### config.mk
export PLATFORM = sky130hd
export DESIGN_NAME = ext_share_arbiter
export DESIGN_NICKNAME = d
export VERILOG_FILES = /design/src/rtl/ext_arb_pkg.sv /design/src/rtl/ext_mode_unit.sv /design/src/rtl/ext_share_arbiter.sv
export SDC_FILE = /design/constraint.sdc
export NUM_CORES = 1
export LEC_CHECK = 0
export CORE_UTILIZATION = 39
export CTS_BUF_LIST = sky130_fd_sc_hd__clkbuf_2
export CTS_CLUSTER_DIAMETER = 60
export CTS_CLUSTER_SIZE = 30
export DETAILED_ROUTE_END_ITERATION = 10
export GPL_TIMING_DRIVEN = 0
export PLACE_DENSITY = 0.82
export SKIP_CTS_REPAIR_TIMING = 1
export SYNTH_ARGS = -nofsm -noshare
export SYNTH_HDL_FRONTEND = slang
export SYNTH_SLANG_ARGS = --single-unit
export TNS_END_PERCENT = 20
### constraint.sdc
create_clock -name clk -period 1.9 [get_ports clk]
set_clock_uncertainty 0.15 [all_clocks]
set_input_delay 0.285 -clock clk [delete_from_list [all_inputs] [get_ports clk]]
set_output_delay 0.285 -clock clk [all_outputs]
set_load 0.02 [all_outputs]
### src/rtl/ext_arb_pkg.sv
// Shared definitions for the extension arbiter: size modes, output-stage
// states and the round-robin pointer step.
package ext_arb_pkg;

   localparam logic [1:0] MODE_BYTE = 2'b00;
   localparam logic [1:0] MODE_HALF = 2'b01;
   localparam logic [1:0] MODE_WORD = 2'b10;

   typedef enum logic {
      ST_EMPTY = 1'b0,
      ST_FULL  = 1'b1
   } out_state_e;

   // Wraps explicitly so non-power-of-two requester counts step correctly.
   function automatic int unsigned next_ptr(input int unsigned ptr, input int unsigned n);
      return (ptr + 1 >= n) ? 0 : ptr + 1;
   endfunction

endpackage

### src/rtl/ext_mode_unit.sv
// Combinational sub-word extender: byte/half sign- or zero-extension,
// word pass-through (mode 11 aliases word).
module ext_mode_unit
   import ext_arb_pkg::*;
#(
   parameter int unsigned W = 32
) (
   input  logic [W-1:0] data_i,
   input  logic [1:0]   mode_i,
   input  logic         sign_i,
   output logic [W-1:0] data_o
);

   always_comb begin
      data_o = data_i;
      case (mode_i)
         MODE_BYTE: data_o = {{(W-8){sign_i & data_i[7]}}, data_i[7:0]};
         MODE_HALF: data_o = {{(W-16){sign_i & data_i[15]}}, data_i[15:0]};
         default:   data_o = data_i;
      endcase
   end

endmodule

### src/rtl/ext_share_arbiter.sv
// Round-robin arbiter sharing one extension unit among NUM_REQ requesters,
// with a one-entry registered valid/ready output stage.
module ext_share_arbiter
   import ext_arb_pkg::*;
#(
   parameter int unsigned NUM_REQ     = 2,
   parameter int unsigned TARGET_SIZE = 32,
   parameter int unsigned ID_W        = $clog2(NUM_REQ)
) (
   input  logic                           clk,
   input  logic                           rst_n,
   input  logic [NUM_REQ-1:0]             req_valid,
   output logic [NUM_REQ-1:0]             req_ready,
   input  logic [NUM_REQ*TARGET_SIZE-1:0] req_data,
   input  logic [NUM_REQ*2-1:0]           req_mode,
   input  logic [NUM_REQ-1:0]             req_sign,
   output logic                           rsp_valid,
   input  logic                           rsp_ready,
   output logic [TARGET_SIZE-1:0]         rsp_data,
   output logic [ID_W-1:0]                rsp_id
);

   out_state_e             state_q, state_d;
   logic [TARGET_SIZE-1:0] data_q, data_d;
   logic [ID_W-1:0]        id_q, id_d;
   logic [ID_W-1:0]        rr_q, rr_d;

   logic                   found;
   logic [ID_W-1:0]        grant;
   logic                   can_accept;
   logic                   xfer;
   logic [TARGET_SIZE-1:0] sel_data;
   logic [1:0]             sel_mode;
   logic                   sel_sign;
   logic [TARGET_SIZE-1:0] ext_data;

   // Rotated priority as two passes: indices at/after rr_q first, then the rest.
   always_comb begin
      found = 1'b0;
      grant = '0;
      for (int unsigned i = 0; i < NUM_REQ; i++) begin
         if (!found && req_valid[i] && (ID_W'(i) >= rr_q)) begin
            found = 1'b1;
            grant = ID_W'(i);
         end
      end
      for (int unsigned i = 0; i < NUM_REQ; i++) begin
         if (!found && req_valid[i]) begin
            found = 1'b1;
            grant = ID_W'(i);
         end
      end
   end

   assign can_accept = (state_q == ST_EMPTY) || rsp_ready;
   assign xfer       = found && can_accept;

   always_comb begin
      req_ready = '0;
      for (int unsigned i = 0; i < NUM_REQ; i++) begin
         req_ready[i] = rst_n && xfer && (grant == ID_W'(i));
      end
   end

   always_comb begin
      sel_data = '0;
      sel_mode = '0;
      sel_sign = 1'b0;
      for (int unsigned i = 0; i < NUM_REQ; i++) begin
         if (grant == ID_W'(i)) begin
            sel_data = req_data[i*TARGET_SIZE +: TARGET_SIZE];
            sel_mode = req_mode[i*2 +: 2];
            sel_sign = req_sign[i];
         end
      end
   end

   ext_mode_unit #(
      .W (TARGET_SIZE)
   ) u_ext (
      .data_i (sel_data),
      .mode_i (sel_mode),
      .sign_i (sel_sign),
      .data_o (ext_data)
   );

   always_comb begin
      state_d = state_q;
      data_d  = data_q;
      id_d    = id_q;
      rr_d    = rr_q;
      if (xfer) begin
         state_d = ST_FULL;
         data_d  = ext_data;
         id_d    = grant;
         rr_d    = ID_W'(next_ptr(32'(grant), NUM_REQ));
      end else if ((state_q == ST_FULL) && rsp_ready) begin
         state_d = ST_EMPTY;
      end
   end

   always_ff @(posedge clk or negedge rst_n) begin
      if (!rst_n) begin
         state_q <= ST_EMPTY;
         data_q  <= '0;
         id_q    <= '0;
         rr_q    <= '0;
      end else begin
         state_q <= state_d;
         data_q  <= data_d;
         id_q    <= id_d;
         rr_q    <= rr_d;
      end
   end

   assign rsp_valid = (state_q == ST_FULL);
   assign rsp_data  = data_q;
   assign rsp_id    = id_q;

endmodule

Word level (Yosys, flattened, before mapping)
Index checks and enable logic that the tools add are counted.
{"block": "word_totals", "memories": 0, "romBits": 0, "ramBits": 0, "out_inout_bits": 36, "reg_bits": 35, "latch_bits": 0}
{"block": "classes", "muxes": 14, "div": 0, "add_sub_neg": 1, "n_bitwise": 4, "n_reduce_logical": 16, "mul": 0, "eq_ne": 1, "order_cmp": 3, "shift": 0}
{"cell": "32-bit one-hot mux with 2 select lines", "n": 1}
{"cell": "32-bit two-way mux", "n": 1}
{"cell": "1-bit two-way mux", "n": 11}
{"cell": "1-bit logical AND", "n": 10}
{"cell": "1-bit zero test", "n": 3}
{"cell": "1-bit by 1-bit adder with 2-bit output (second input constant)", "n": 1}
{"cell": "1-bit bitwise AND", "n": 2}
{"cell": "2-bit by 1-bit == test with 1-bit output (second input constant)", "n": 1}
{"cell": "1-bit greater-or-equal comparator (first input constant)", "n": 2}
{"cell": "2-bit greater-or-equal comparator (second input constant)", "n": 1}
{"cell": "2-bit zero test", "n": 1}
{"cell": "2-bit two-way mux", "n": 1}
{"cell": "1-bit NOT", "n": 2}
{"cell": "2-bit nonzero test", "n": 1}
{"cell": "1-bit logical OR", "n": 1}

Depth between registers and ports, before layout
{"block": "depth", "word_depth": 16, "ltp_mapped": 6, "ltp_nobuf": 4}

Modules after synthesis
A second synthesis with hierarchy kept.
{"block": "unflattened", "hier_cells": 191, "area_unflattened_um2": 2457.4}
{"module": "ext_share_arbiter", "n_inst": 1, "cells_each": 125, "seq_area_each_um2": 875.8, "area_per_inst_um2": 2072.0}
{"module": "ext_mode_unit", "n_inst": 1, "cells_each": 66, "seq_area_each_um2": 0.0, "area_per_inst_um2": 385.4}

Worst setup path before layout
No wires, ideal clock.
{"block": "synth_path", "path_type": "register to output", "start": "register rr_q", "end": "output req_ready[1]", "stages_incl_launch_ff": 5, "arrival_time_ps": 1334, "slack_ps": 131, "t_required_ps": 1465, "cell_sequence": "dfrtp_1 > nand2b_1 > nand2_2 > nor2_1 > and2_1"}
{"block": "synth_via", "elab_chain_cells": 16, "elab_cells_between_ends": 20}
{"item": "start, declared", "line_no": "ext_share_arbiter.sv:26", "rtl": "logic [ID_W-1:0] rr_q, rr_d;"}
{"item": "start signal, assigned", "line_no": "ext_share_arbiter.sv:112", "rtl": "rr_q <= rr_d;"}
{"item": "1-bit greater-or-equal comparator", "line_no": "ext_share_arbiter.sv:42", "rtl": "if (!found && req_valid[i] && (ID_W'(i) >= rr_q)) begin"}
{"item": "1-bit logical AND", "line_no": "ext_share_arbiter.sv:42"}
{"item": "1-bit two-way mux", "line_no": "ext_share_arbiter.sv:42"}
{"item": "1-bit zero test", "line_no": "ext_share_arbiter.sv:42"}
{"item": "1-bit logical AND (2 in series)", "line_no": "ext_share_arbiter.sv:42"}
{"item": "1-bit two-way mux", "line_no": "ext_share_arbiter.sv:42"}
{"item": "1-bit zero test", "line_no": "ext_share_arbiter.sv:48", "rtl": "if (!found && req_valid[i]) begin"}
{"item": "1-bit logical AND", "line_no": "ext_share_arbiter.sv:48"}
{"item": "1-bit two-way mux", "line_no": "ext_share_arbiter.sv:48"}
{"item": "1-bit zero test", "line_no": "ext_share_arbiter.sv:48"}
{"item": "1-bit logical AND", "line_no": "ext_share_arbiter.sv:48"}
{"item": "1-bit two-way mux", "line_no": "ext_share_arbiter.sv:48"}
{"item": "1-bit logical AND", "line_no": "ext_share_arbiter.sv:56", "rtl": "assign xfer = found && can_accept;"}
{"item": "1-bit logical AND", "line_no": "ext_share_arbiter.sv:61", "rtl": "req_ready[i] = rst_n && xfer && (grant == ID_W'(i));"}
{"item": "1-bit logical AND (*)", "line_no": "ext_share_arbiter.sv:61"}
{"item": "end, declared", "line_no": "ext_share_arbiter.sv:13", "rtl": "output logic [NUM_REQ-1:0] req_ready,"}
Every way passes the cells marked *; elsewhere a longest branch is shown, timed or not.

Final worst setup path
{"block": "layout_path", "start": "input req_valid[0]", "end": "output req_ready[0]"}
{"block": "layout_via", "elab_chain_cells": 15, "elab_cells_between_ends": 19}
{"item": "start, declared", "line_no": "ext_share_arbiter.sv:12", "rtl": "input logic [NUM_REQ-1:0] req_valid,"}
{"item": "1-bit logical AND", "line_no": "ext_share_arbiter.sv:42"}
{"item": "1-bit two-way mux", "line_no": "ext_share_arbiter.sv:42"}
{"item": "1-bit zero test", "line_no": "ext_share_arbiter.sv:42"}
{"item": "1-bit logical AND (2 in series)", "line_no": "ext_share_arbiter.sv:42"}
{"item": "1-bit two-way mux", "line_no": "ext_share_arbiter.sv:42"}
{"item": "1-bit zero test", "line_no": "ext_share_arbiter.sv:48"}
{"item": "1-bit logical AND", "line_no": "ext_share_arbiter.sv:48"}
{"item": "1-bit two-way mux", "line_no": "ext_share_arbiter.sv:48"}
{"item": "1-bit zero test", "line_no": "ext_share_arbiter.sv:48"}
{"item": "1-bit logical AND", "line_no": "ext_share_arbiter.sv:48"}
{"item": "1-bit two-way mux", "line_no": "ext_share_arbiter.sv:48"}
{"item": "1-bit logical AND", "line_no": "ext_share_arbiter.sv:56"}
{"item": "1-bit logical AND", "line_no": "ext_share_arbiter.sv:61"}
{"item": "1-bit logical AND (*)", "line_no": "ext_share_arbiter.sv:61"}
Marks and branches as above.

==> results <==
- The region available for standard cell placement spans 4720 µm².
- Clock-pin slew was measured on the worst setup and hold paths at approximately 170 ps.
- On the worst path, the slowest cell contributes a delay of 640 ps.
- The via count of the first global-routing pass was roughly 2000.
- The number of nets at the end of the flow is 395.
- The completed layout was analyzed and its total power is 2.25 mW.
- The critical path ends at req_ready[0].
- Counting every sink on the clock net gives 35.
- The first global-routing pass estimated 9110 µm of wire.
- The final critical path takes up 104% of the cycle.
- The final non-filler cell total is 388.
- The area of the mapped netlist is 1910 µm².
- about 110 I/O pins were placed.
- The layout-stage area growth over the synthesis result is 71.7%.
- During placement, the flow inserted port buffers numbering 108.
- Once detail routing completed, the nets flagged for antenna violations numbered 0.
- The power per unit of standard cell area is 687 nW/µm².
- The starting utilization of the core area is 40.5%.
- For the worst setup path, the data arrival time is 1540 ps.
- The category of the worst setup path launch point is an input pin.
- The final-report max-slew violation count is 0.
- The number of design-rule violations left by the first detailed-router iteration is around 120.
- In this design, the largest share of critical-path delay is due to buffers and inverters.
- Tracing the worst setup path back leads to its startpoint at req_valid[0].
- The die covers 5180 µm².
- Global routing consumed, on the met2 layer, 37.6% of the routing resources.
- The critical path depth is 6.
- Entering global routing, the biggest net connects 38 pins.
- The mean post-synth cell area is 9.95 µm².
- In this run, the clock network consumes 14.8% of the power.
- The switching component of the power is 0.754 mW.
- The most common flop cell mapped by yosys is sky130_fd_sc_hd__dfrtp_1.
- The run finished, with violations left.
- The most common cell after layout, fill and taps aside is sky130_fd_sc_hd__clkdlybuf4s50_1.
- The aggregate global-route resource usage is 22.6%.
- Dividing the detail-routed via count by the number of cells gives roughly 5.2.
- The placed instance count is ~370.
- Across the VDD grid, the largest voltage drop is 0.393 mV.
- The transition time at the pin with the least slew margin is 833 ps.
- Synthesis inferred 35 register bits.
- The final layout contains routed wiring with a total length of 5910 µm.
- In the final routed layout, each cell accounts on average for 15.2 µm.
- The die height is 72.0 µm.
- Sequential elements use 45.8% of the synthesized area.
- The headroom to the max-slew limit is 44.5%.
- The cell at the slowest stage of the critical path is sky130_fd_sc_hd__clkdlybuf4s50_1.
- The fraction of synthesis flops using an asynchronous set or reset pin is between 90% and 100%.
- Internal power comes to 1.50 mW.
- The number of max-capacitance violations reported is 0.
- The half-perimeter wire length after detailed placement is 4140 µm.
- The reg-to-reg endpoint is rsp_data[8]$_DFFE_PN0P_.
- The width of the die is 72.0 µm.
- The fmax is 0.507 GHz.
- The number of cells on the worst reg-to-reg path is 5.
- Setup repair after global routing could not meet its margin everywhere.
- The finished cells cover around 3300 µm².
- Traced cell by cell, the critical path runs through clkdlybuf4s50_1 > nand2b_4 > nand2_4 > buf_8 > and3_4 > buf_6.
- The worst hold slack is -182 ps.
- The largest buffer count on any clock path is 2.
- The min-delay analysis places its worst path in the category in -> async.
- The H-tree was split into 2 levels.
- The combinational power share is 43.6%.
- The static power due to leakage is 1.38 nW.
- At the end of routability-driven placement, the weighted congestion stood at 0.746.
- STA classifies the critical path endpoint as an output pin.
- The cell count after synthesis came out at 192.
- The part of the power in registers is 41.6%.
- For this block, the via count after detailed routing is 2032.
- The floorplan row count is 25.
- The post-route worst setup slack is -73.2 ps.
- The met3 usage is just over 5%.
- Net switching is 33.5% of the power.
- The number of nets in the synthesized netlist is 267.
- At the end of the flow the core is filled with cells to 69.5%.
- The met1 global-route usage is about 29%.
- The number of iterations in the first detailed-routing pass is 4.
- The initial antenna violation count came to 0.
- Leaving out fill and tap cells, the most frequent cells in the layout are sky130_fd_sc_hd__clkdlybuf4s50_1 (104), sky130_fd_sc_hd__dfrtp_1 (35), sky130_fd_sc_hd__nor2_1 (19), sky130_fd_sc_hd__nand2_1 (18).
- The layer flagged by global routing as most heavily used is met2.
- The hold violation total from the final report came to 35.
- The register-to-register setup slack is 30 ps.
- The worst setup path is of the in -> out kind.
- Counting I/O delays and the setup requirement, the final critical path takes 1970 ps.
- The layout cell share with drive strength beyond 1 is 13.7%.
- The number of distinct library cells after synthesis is 34.
- The checks that failed: hold timing, setup timing.
- Setup violations remaining at the end of the flow were counted as 11.
- The launching point of the worst reg2reg path is rr_q$_DFFE_PN0P_.
- The synthesized design contains 0 enable-type register cells.
- The number of antenna diodes in the final layout is 0.
- The CTS buffer count is 5.
- The final global-route overflow total is 0.
- Counting both buffers and inverters, the worst setup path holds a total of 3.
- TritonCTS built the clock tree.
- The root cell of the clock tree is sky130_fd_sc_hd__clkbuf_2.
- The data required time of the worst path is around 1500 ps.
- The area of placed instances is 3070 µm².
- Of all nets on the critical path, the largest fanout is 5.
- The later pin in the worst-skew pair is clocked with a latency of between 300 and 400 ps.
- The Yosys warning count is 0.
- For this run, design rule violations remaining after detail routing come to 0.
sequential cells by signal (all words and copies together) (netlist names):
register,cells
rsp_data,32
rr_q,1
rsp_id,1
rsp_valid,1
routing by layer:
metal	share of wire (%)	up-vias
met1	45	986
met3	5.3	7
met5	0	-
met4	0.88	0
li1	-	976
met2	49	63
layout make-up:
| cell class | count | area, µm² |
|---|---|---|
| Buffer | 15 | 98.8 |
| Clock buffer | 6 | 30.0 |
| Clock inverter | 2 | 7.51 |
| Fill cell | 373 | 1440 |
| Inverter | 1 | 3.75 |
| Multi-Input combinational cell | 141 | 1000 |
| Sequential cell | 35 | 876 |
| Tap cell | 67 | 83.8 |
| Timing Repair Buffer | 121 | 1180 |
power by group through the flow:
stage | registers [mW] | logic [mW] | clock network [mW]
after floorplan | 1.10 | 0.288 | 0
after global placement | 0.945 | 0.915 | 0
after detailed placement | 0.950 | 0.926 | 0
after CTS | 0.936 | 0.928 | 0.341
after global routing | 0.953 | 1.05 | 0.373
final | 0.936 | 0.982 | 0.335
cells by family (layout without fill, tap and decap cells):
family	Yosys count	count (layout)	synth area share, %
multiplexers	1	1	0.524
buffers and inverters	16	145	4.45
AND/OR/NAND/NOR	84	84	23.5
flip-flops	35	35	45.8
AO/OA/AOI/OAI	56	56	25.7
cells in the mapped netlist (3+ instances only):
master                     number  share of area, %
sky130_fd_sc_hd__nor2_1        20               3.9
sky130_fd_sc_hd__o21ai_0        9               2.4
sky130_fd_sc_hd__and3_1        17               5.6
sky130_fd_sc_hd__nand2_1       18               3.5
sky130_fd_sc_hd__o32a_1        16               8.4
sky130_fd_sc_hd__clkbuf_1       5              0.98
sky130_fd_sc_hd__and2_1        10               3.3
sky130_fd_sc_hd__o22a_1         8               3.7
sky130_fd_sc_hd__a211oi_1       8               3.1
sky130_fd_sc_hd__dfrtp_1       35                46
sky130_fd_sc_hd__nor2b_1        3              0.98
sky130_fd_sc_hd__buf_2          5               1.3
sky130_fd_sc_hd__a221o_1        7               3.7
sky130_fd_sc_hd__nand3_1        8               2.1
how the worst min path moves through the flow:
stage	to	cells past startpoint	slack (ps)	from
2_1_floorplan	rr_q$_DFFE_PN0P_	0	-160	rst_n
3_3_place_gp	rsp_id$_DFFE_PN0P_	1	310	rsp_id$_DFFE_PN0P_
3_5_place_dp	rsp_data[9]$_DFFE_PN0P_	1	270	rst_n
4_1_cts	rsp_data[19]$_DFFE_PN0P_	1	-170	rst_n
5_1_grt	rsp_data[4]$_DFFE_PN0P_	1	-150	rst_n
6_report	rsp_data[10]$_DFFE_PN0P_	1	-180	rst_n
worst register-to-register path: stages (launching register included):
cell and delay [ps]:
sky130_fd_sc_hd__dfrtp_1 460, sky130_fd_sc_hd__nand2b_4 180, sky130_fd_sc_hd__buf_4 150, sky130_fd_sc_hd__and4_1 160, sky130_fd_sc_hd__a311o_1 450, sky130_fd_sc_hd__o22a_1 230
through the flow:
step | setup WS [ps] | hold WS (ps) | TNS [ps]
after CTS | -1120 | -168 | -1980
final | -73.2 | -182 | -182
after floorplan | 131 | -161 | 0
after global placement | -1440 | 310 | -26930
after global routing | -136 | -151 | -633
after detailed placement | -1020 | 267 | -11700
(Power assumes the default switching activity.)
